### config.mk
export PLATFORM = sky130hd
export DESIGN_NAME = gost89_gamma_ctrl
export DESIGN_NICKNAME = d
export VERILOG_FILES = /design/src/rtl/gost89_pkg.sv /design/src/rtl/gost89_ecb_encrypt.sv /design/src/rtl/gost89_gamma_step.sv /design/src/rtl/gost89_gamma_ctrl.sv
export SDC_FILE = /design/constraint.sdc
export NUM_CORES = 1
export LEC_CHECK = 0
export CAP_MARGIN = 25
export CORE_AREA = 2 2 375 377
export DETAILED_ROUTE_END_ITERATION = 8
export DIE_AREA = 0 0 377 379
export SLEW_MARGIN = 5
export SYNTH_ARGS = -nofsm -noshare
export SYNTH_HDL_FRONTEND = slang
export SYNTH_SLANG_ARGS = --single-unit
export TNS_END_PERCENT = 1
### constraint.sdc
create_clock -name clk -period 18.8 [get_ports clk]
set_input_delay 3.76 -clock clk [delete_from_list [all_inputs] [get_ports clk]]
set_output_delay 3.76 -clock clk [all_outputs]
set_load 0.02 [all_outputs]
### src/rtl/gost89_pkg.sv
// Shared constants and types for the GOST 28147-89 gamma controller.
// Holds the counter step constants, bus widths and the controller states.
package gost89_pkg;

    localparam int BLK_W  = 64;
    localparam int KEY_W  = 256;
    localparam int SBOX_W = 512;

    localparam logic [31:0] GOST_C1 = 32'h01010104;
    localparam logic [31:0] GOST_C2 = 32'h01010101;

    // Guard values: ABORT leaves one cycle for the core reset pulse,
    // LOAD is the cycle on which load_data is driven.
    localparam logic [2:0] GUARD_ABORT = 3'd4;
    localparam logic [2:0] GUARD_LOAD  = 3'd3;

    typedef enum logic [2:0] {
        ST_IDLE  = 3'd0,
        ST_INIT  = 3'd1,
        ST_READY = 3'd2,
        ST_GEN   = 3'd3,
        ST_OUT   = 3'd4
    } gamma_state_t;

    function automatic logic [31:0] rol11(input logic [31:0] x);
        return {x[20:0], x[31:21]};
    endfunction

endpackage

### src/rtl/gost89_ecb_encrypt.sv
// Iterative GOST 28147-89 ECB encryption core, one round per clock.
// Block layout: data[31:0] = N1, data[63:32] = N2; key word i = key[32i+:32].
module gost89_ecb_encrypt
    import gost89_pkg::*;
(
    input  logic              clk,
    input  logic              reset,
    input  logic              load_data,
    input  logic [SBOX_W-1:0] sbox,
    input  logic [KEY_W-1:0]  key,
    input  logic [BLK_W-1:0]  data_in,
    output logic [BLK_W-1:0]  data_out,
    output logic              busy
);

    logic [31:0] n1_q, n1_d;
    logic [31:0] n2_q, n2_d;
    logic [4:0]  rnd_q, rnd_d;
    logic        busy_q, busy_d;

    logic [2:0]  kidx;
    logic [31:0] rkey;
    logic [31:0] sum;
    logic [31:0] sub;

    // Round function: key select, modular add, S-box substitution.
    always_comb begin
        kidx = (rnd_q[4:3] == 2'b11) ? ~rnd_q[2:0] : rnd_q[2:0];
        rkey = key[{kidx, 5'd0} +: 32];
        sum  = n1_q + rkey;
        sub  = '0;
        for (int i = 0; i < 8; i++) begin
            sub[i*4 +: 4] = sbox[{i[2:0], sum[i*4 +: 4], 2'b00} +: 4];
        end
    end

    // Round sequencing; every round swaps halves, so the output is read swapped.
    always_comb begin
        n1_d   = n1_q;
        n2_d   = n2_q;
        rnd_d  = rnd_q;
        busy_d = busy_q;
        if (load_data) begin
            n1_d   = data_in[31:0];
            n2_d   = data_in[63:32];
            rnd_d  = 5'd0;
            busy_d = 1'b1;
        end else if (busy_q) begin
            n1_d  = n2_q ^ rol11(sub);
            n2_d  = n1_q;
            rnd_d = rnd_q + 5'd1;
            if (rnd_q == 5'd31) begin
                busy_d = 1'b0;
            end
        end
    end

    // Core state registers.
    always_ff @(posedge clk or posedge reset) begin
        if (reset) begin
            n1_q   <= '0;
            n2_q   <= '0;
            rnd_q  <= '0;
            busy_q <= 1'b0;
        end else begin
            n1_q   <= n1_d;
            n2_q   <= n2_d;
            rnd_q  <= rnd_d;
            busy_q <= busy_d;
        end
    end

    assign data_out = {n1_q, n2_q};
    assign busy     = busy_q;

endmodule

### src/rtl/gost89_gamma_step.sv
// Combinational gamma counter step.
// Low half advances mod 2^32, high half mod 2^32-1 (end-around carry).
module gost89_gamma_step
    import gost89_pkg::*;
(
    input  logic [BLK_W-1:0] ctr_i,
    output logic [BLK_W-1:0] ctr_o
);

    logic [32:0] hi_t;
    logic [31:0] hi_n;
    logic [31:0] lo_n;

    // Add the step constants; fold the high-half carry back in.
    always_comb begin
        hi_t  = {1'b0, ctr_i[63:32]} + {1'b0, GOST_C1};
        hi_n  = hi_t[31:0] + {31'd0, hi_t[32]};
        lo_n  = ctr_i[31:0] + GOST_C2;
        ctr_o = {hi_n, lo_n};
    end

endmodule

### src/rtl/gost89_gamma_ctrl.sv
// GOST 28147-89 counter-mode stream controller around one ECB core.
// One block in flight; iv_load restarts the stream from any state.
module gost89_gamma_ctrl
    import gost89_pkg::*;
(
    input  logic              clk,
    input  logic              reset,
    input  logic [SBOX_W-1:0] sbox,
    input  logic [KEY_W-1:0]  key,
    input  logic              iv_load,
    input  logic [BLK_W-1:0]  iv,
    input  logic              in_valid,
    input  logic [BLK_W-1:0]  in_data,
    output logic              in_ready,
    output logic              out_valid,
    output logic [BLK_W-1:0]  out_data,
    input  logic              out_ready,
    output logic              busy
);

    gamma_state_t     state_q, state_d;
    logic [BLK_W-1:0] ctr_q, ctr_d;
    logic [BLK_W-1:0] din_q, din_d;
    logic [BLK_W-1:0] out_q, out_d;
    logic [2:0]       guard_q, guard_d;
    logic             seen_q, seen_d;
    logic             abort_q, abort_d;

    logic             core_load;
    logic             core_busy;
    logic             core_rst;
    logic [BLK_W-1:0] core_out;
    logic [BLK_W-1:0] ctr_step;

    gost89_gamma_step u_step (
        .ctr_i (ctr_q),
        .ctr_o (ctr_step)
    );

    // The core input is always the counter: it holds the iv during INIT.
    gost89_ecb_encrypt u_core (
        .clk       (clk),
        .reset     (core_rst),
        .load_data (core_load),
        .sbox      (sbox),
        .key       (key),
        .data_in   (ctr_q),
        .data_out  (core_out),
        .busy      (core_busy)
    );

    assign core_rst = reset | abort_q;

    // Next-state logic; iv_load overrides everything else.
    always_comb begin
        state_d   = state_q;
        ctr_d     = ctr_q;
        din_d     = din_q;
        out_d     = out_q;
        guard_d   = guard_q;
        seen_d    = seen_q;
        abort_d   = 1'b0;
        core_load = 1'b0;
        if (iv_load) begin
            state_d = ST_INIT;
            ctr_d   = iv;
            guard_d = GUARD_ABORT;
            seen_d  = 1'b0;
            abort_d = 1'b1;
        end else begin
            unique case (state_q)
                ST_IDLE: begin
                    state_d = ST_IDLE;
                end
                ST_INIT, ST_GEN: begin
                    core_load = (guard_q == GUARD_LOAD);
                    if (guard_q != 3'd0) begin
                        guard_d = guard_q - 3'd1;
                    end else if (core_busy) begin
                        seen_d = 1'b1;
                    end else if (seen_q) begin
                        seen_d = 1'b0;
                        if (state_q == ST_INIT) begin
                            ctr_d   = core_out;
                            state_d = ST_READY;
                        end else begin
                            out_d   = din_q ^ core_out;
                            state_d = ST_OUT;
                        end
                    end
                end
                ST_READY: begin
                    if (in_valid) begin
                        din_d   = in_data;
                        ctr_d   = ctr_step;
                        guard_d = GUARD_LOAD;
                        seen_d  = 1'b0;
                        state_d = ST_GEN;
                    end
                end
                ST_OUT: begin
                    if (out_ready) begin
                        state_d = ST_READY;
                    end
                end
                default: begin
                    state_d = ST_IDLE;
                end
            endcase
        end
    end

    // Controller state registers.
    always_ff @(posedge clk or posedge reset) begin
        if (reset) begin
            state_q <= ST_IDLE;
            ctr_q   <= '0;
            din_q   <= '0;
            out_q   <= '0;
            guard_q <= '0;
            seen_q  <= 1'b0;
            abort_q <= 1'b0;
        end else begin
            state_q <= state_d;
            ctr_q   <= ctr_d;
            din_q   <= din_d;
            out_q   <= out_d;
            guard_q <= guard_d;
            seen_q  <= seen_d;
            abort_q <= abort_d;
        end
    end

    assign in_ready  = (state_q == ST_READY) & ~iv_load;
    assign out_valid = (state_q == ST_OUT) & ~iv_load;
    assign out_data  = out_q;
    assign busy      = (state_q == ST_INIT) | (state_q == ST_GEN);

endmodule

Word level (Yosys, flattened, before mapping)
Index checks and enable logic that the tools add are counted.
Widths: inputs -> output; s select.

storage, ports and cells
  register bits = 270
  bits of input ports = 901
  output and inout port bits = 67
  word-level logic and storage cells = 97

operators by class
  add/subtract/negate cells = 6
  equality and inequality tests = 14
  shift-type cells = 9
  multiplexer cells = 36
  bitwise logic cells = 11
  reduce and logical (&&, ||, !) cells = 10

operators with widths
  kind                    number
  $shiftx 512x10->4       4
  $shiftx 512x9->4        2
  $shiftx 512x7->4        1
  $shiftx 512x8->4        1
  $mux 64                 6
  $shiftx 256x9->32       1
  $mux 32                 4
  $pmux 64 s2             1
  $xor 64x64->64          1
  $add 32x25->33 const B  1
  $add 32x1->32           1
  $add 32x25->32 const B  1
  $add 32x32->32          1
  $xor 32x32->32          1
  $mux 3                  10
  $ne 3x3->1 const B      7
  $reduce_and 6->1        2
  $mux 1                  10
  $mux 5                  2
  $eq 3x2->1 const B      3
  $pmux 3 s3              1
  $reduce_and 3->1        3
  $pmux 3 s2              1
  $reduce_bool 3->1       2
  14 further kinds        19

Longest topological paths before layout
  depth after elaboration = 8
  mapped depth = 21
  gate-level depth less buffers = 18

Cells and area by module
From an unflattened synthesis, not the netlist that was laid out.

second synthesis, totals
  cell total of the unflattened synthesis = 2247
  area, all modules = 23145.9 µm²

by module, submodules not included
  module              instances  cells an instance  area an instance (µm²)  sequential area each (µm²)
  gost89_ecb_encrypt  1          1040               11469.8                 1751.7
  gost89_gamma_ctrl   1          887                9501.6                  5004.8
  gost89_gamma_step   1          320                2174.6                  0.0

Least setup slack after synthesis
OpenSTA, ideal clock, no wires.

  kind = input-to-output
  from = input iv_load
  to = output out_valid
  arrival = 4.846 ns
  data required time = 15.040 ns
  path slack = 10.194 ns
  stages on the path = 4
  path buffers = 3
  cell sequence = clkbuf_1 clkbuf_1 buf_1 nor3_1

between the ends
  cells in the longest elaborated chain, start to end = 2

ends and longest elaborated chain
  element              line                      text
  start, declared      gost89_gamma_ctrl.sv:10   input logic iv_load,
  $not 1->1 (no line)  --
  $and 1x1->1          gost89_gamma_ctrl.sv:135  assign out_valid = (state_q == ST_OUT) & ~iv_load;
  end, declared        gost89_gamma_ctrl.sv:15   output logic out_valid,

Every way passes these cells.

Worst setup path after layout
  from = input iv_load
  to = output in_ready

between the ends
  cells in the longest elaborated chain, start to end = 2

ends and longest elaborated chain
  element              line                      text
  $not 1->1 (no line)  --
  $and 1x1->1          gost89_gamma_ctrl.sv:134  assign in_ready = (state_q == ST_READY) & ~iv_load;
  end, declared        gost89_gamma_ctrl.sv:14   output logic in_ready,

Every way passes these cells.

==> flow_summary.yaml <==
status:
  status: "finished clean"
critical_path:
  worst-path-max-fanout: 45
  crit_start: "iv_load"
  crit_arrival_ns: 6.20
  crit_required_ns: 15.04
  worstSetupEndpointType: "primary output"
  worst-r2r-cell-count: 19
  setup.reg_to_reg.worst_slack_ns: 11.47
  worstReg2RegEnd: "u_core.n1_q[3]$_DFFE_PP0P_"
  critical_path.startpoint_type: "input pin"
  timing.rr.start: "u_core.rnd_q[4]$_DFFE_PP0P_"
  path_class: "input pin to primary output"
  timing.critical_path.to: "in_ready"
sta:
  layout_min_cycle_time_ns: 9.96
  worst_slack_ns: 8.84
  final-max-slew-violation-count: 0
  period_share_pct: 53.0
  max_clock_freq_mhz: 100
  fin_tns_setup_ns: 0
  finClkSkew_ns: 0.0163
  finalSetupViolations: 0
  rsz0062_at_grt: "false"
  timing_worst_slew_pin_value_ns: 1.04
  hold_viol_final: 0
  maxSlewHeadroom_pct: 30.7
yosys:
  part_of_the_yosys_area_used_for_sequential_elements_pct: 29.5
  post_synth_instance_area_mm2: 0.0229
  synth-edff-count: 0
  synth-seq-cells: 270
  synthArstFlopShare_pct: 100
  syn_nets: 3319
  ys.warnings.count: 0
  post_synth_inst_count: 2375
  synth_ff_type: "dfrtp_1"
  yosys.cell_types.count: 83
  syn_area_per_cell_um2: 9.65
global_route:
  grt_overflow_total: 0
  antenna_found_initial: 78
  pin_count_of_the_biggest_net_entering_global_routing: 109
  wire_length_of_the_first_global_routing_pass_um: 186000
  track_usage_pct: 18.6
  first_global_vias: 23009
finish:
  footprint_of_the_multi_input_gates_mm2: 0.0155
  fraction_of_final_layout_cells_with_drive_strength_greater_than_1_pct: 13.3
  finish.net_count: 4190
  fillers: 14734
  post_synthesis_to_final_layout_area_growth_pct: 56.9
  sequential_cell_area_mm2: 0.00676
clock_tree:
  hold_buffers: 0
  cts-buffers-inserted: 31
  tritoncts: "done"
  clock_latency_ns: 0.61
  cts.sinks: 270
  ctsRootBufferMaster: "clkbuf_16"
  cts_max_level: 1
  cts.path.max_buffers: 3
  cts_resized: 0
  worst_setup_hold_path_clk_slew_ns: 0.06
  setup_fix_buffers_added_after_clock_tree_synthesis: 0
routing:
  via_per_inst: 4.71
  drt_pre_antenna_iters: 5
  wirelength_um: 141000
  postRouteAntennaNets: 0
  vias: 23997
  wire_per_inst_um: 27.6
  detailedRoute.firstIterationViolations: 1969
  drc: 0
job:
  drv_cap: 0
placed_design:
  total_half_perimeter_wirelength_after_legalization_and_detailed_placement_um: 117000
  gp_congestion: 0.919
  io_buffer_count: 967
  pre_cts_ws_ns: 8.85
floorplanning:
  start_util_pct: 16.5
  core-area_mm2: 0.139
  chipHeight_um: 379
  overall_die_area_mm2: 0.143
  floorplan.die.width_um: 377
  floorplan.io_pins: 968
  placement_rows: 137
min_path:
  min-delay-path-class: "flip-flop to flip-flop"
-- cells in the mapped netlist (13+ instances only) --
master	n	area [um2]
inv_1	34	128
buf_2	15	75.1
o22ai_1	20	125
nor2b_1	17	106
mux2_2	111	1250
a31oi_1	13	81.3
nand4_1	18	113
o211ai_1	33	248
a22oi_1	13	97.6
a21oi_1	195	976
ha_1	42	526
xor2_1	41	359
a221oi_1	76	666
and3_1	30	188
buf_1	24	90.1
nor2_1	172	646
o21ai_0	222	1110
mux4_2	171	3850
clkbuf_1	142	533
a211oi_1	25	188
nand2_1	215	807
nor3_1	29	145
nand3_1	41	205
a21o_1	20	150
xnor2_1	124	1090
mux2i_1	114	1140
dfrtp_1	270	6760
-- stage by stage --
stage	instances	utilization, %	hold slack (ns)	area [um2]
2_1_floorplan	2375	-	0.472	22900
3_3_place_gp	5012	25.0	0.461	34700
3_5_place_dp	5016	25.0	0.469	34800
4_1_cts	5073	25.8	0.484	35800
5_1_grt	5083	25.9	0.492	35900
6_report	5096	25.9	0.477	36000
-- state kept, by name (all words and copies together), names as in the netlist --
| name | cells |
|---|---|
| state_q | 3 |
| abort_q | 1 |
| u_core.n2_q | 32 |
| din_q | 64 |
| seen_q | 1 |
| u_core.busy | 1 |
| ctr_q | 64 |
| u_core.n1_q | 32 |
| out_data | 64 |
| u_core.rnd_q | 5 |
| guard_q | 3 |
-- cell type report --
class	count	area share [%]
antenna	19	0.132
tap	1807	6.29
clock inverter	13	0.459
inverter	34	0.376
sequential	270	18.8
multi-input combinational	1887	43.2
timing repair buffer	1022	28.2
clock buffer	44	2.46
-- layout by cell type (no fill, tap or decap), types with 29 or more instances in the layout --
cell type        instances
mux2i_1                114
nand2_1                214
xnor2_1                119
a221oi_1                76
mux2_2                 111
mux4_2                 171
inv_1                   33
xor2_1                  34
a21oi_1                195
clkdlybuf4s50_1        966
nor2_1                 170
buf_4                   50
nor3_1                  29
dfrtp_1                269
o211ai_1                33
o21ai_0                222
ha_1                    42
nand3_1                 40
clkbuf_16               31
and3_1                  29
-- cell families (layout without fill, tap and decap cells) --
kind of cell             Yosys count  count (layout)  synth area share, %
multiplexers                     404             404                 27.6
AND/OR/NAND/NOR                  581             581                 11.5
buffers and inverters            218            1113                 3.70
AO/OA/AOI/OAI                    690             690                 18.7
XOR/XNOR                         169             169                 6.59
adder cells (fa/ha/maj)           43              43                 2.38
flip-flops                       270             270                 29.5
other                              0              19                    0
-- worst min-delay path by stage --
| stage | from | to | slack (ns) | cells past startpoint |
|---|---|---|---|---|
| after floorplan | ctr_q[31]$_DFFE_PP0P_ | u_core.n1_q[31]$_DFFE_PP0P_ | 0.47 | 2 |
| after global placement | out_data[7]$_DFFE_PP0P_ | out_data[7]$_DFFE_PP0P_ | 0.46 | 2 |
| after detailed placement | out_data[53]$_DFFE_PP0P_ | out_data[53]$_DFFE_PP0P_ | 0.47 | 2 |
| after CTS | out_data[53]$_DFFE_PP0P_ | out_data[53]$_DFFE_PP0P_ | 0.48 | 2 |
| after global routing | out_data[8]$_DFFE_PP0P_ | out_data[8]$_DFFE_PP0P_ | 0.49 | 2 |
| final | out_data[5]$_DFFE_PP0P_ | out_data[5]$_DFFE_PP0P_ | 0.48 | 2 |
-- worst max-delay path, stage by stage --
cell,delay (ns)
buf_4,0.25
inv_1,0.10
buf_4,0.34
nand2_1,0.09
buf_4,0.28
inv_1,0.58
clkdlybuf4s50_1,0.76
-- routing by layer --
metal | track usage [%] | vias to the layer above | routed length [um]
li1 | - | 10778 | -
met1 | 24.0 | 11819 | 56000
met2 | 30.6 | 1154 | 66900
met3 | 4.89 | 200 | 13300
met4 | 4.93 | 46 | 4120
met5 | 0 | - | 290
Power is left out: the tool's default activity adds up to more than one toggle a clock period on the data nets, which glitch-free logic cannot reach.
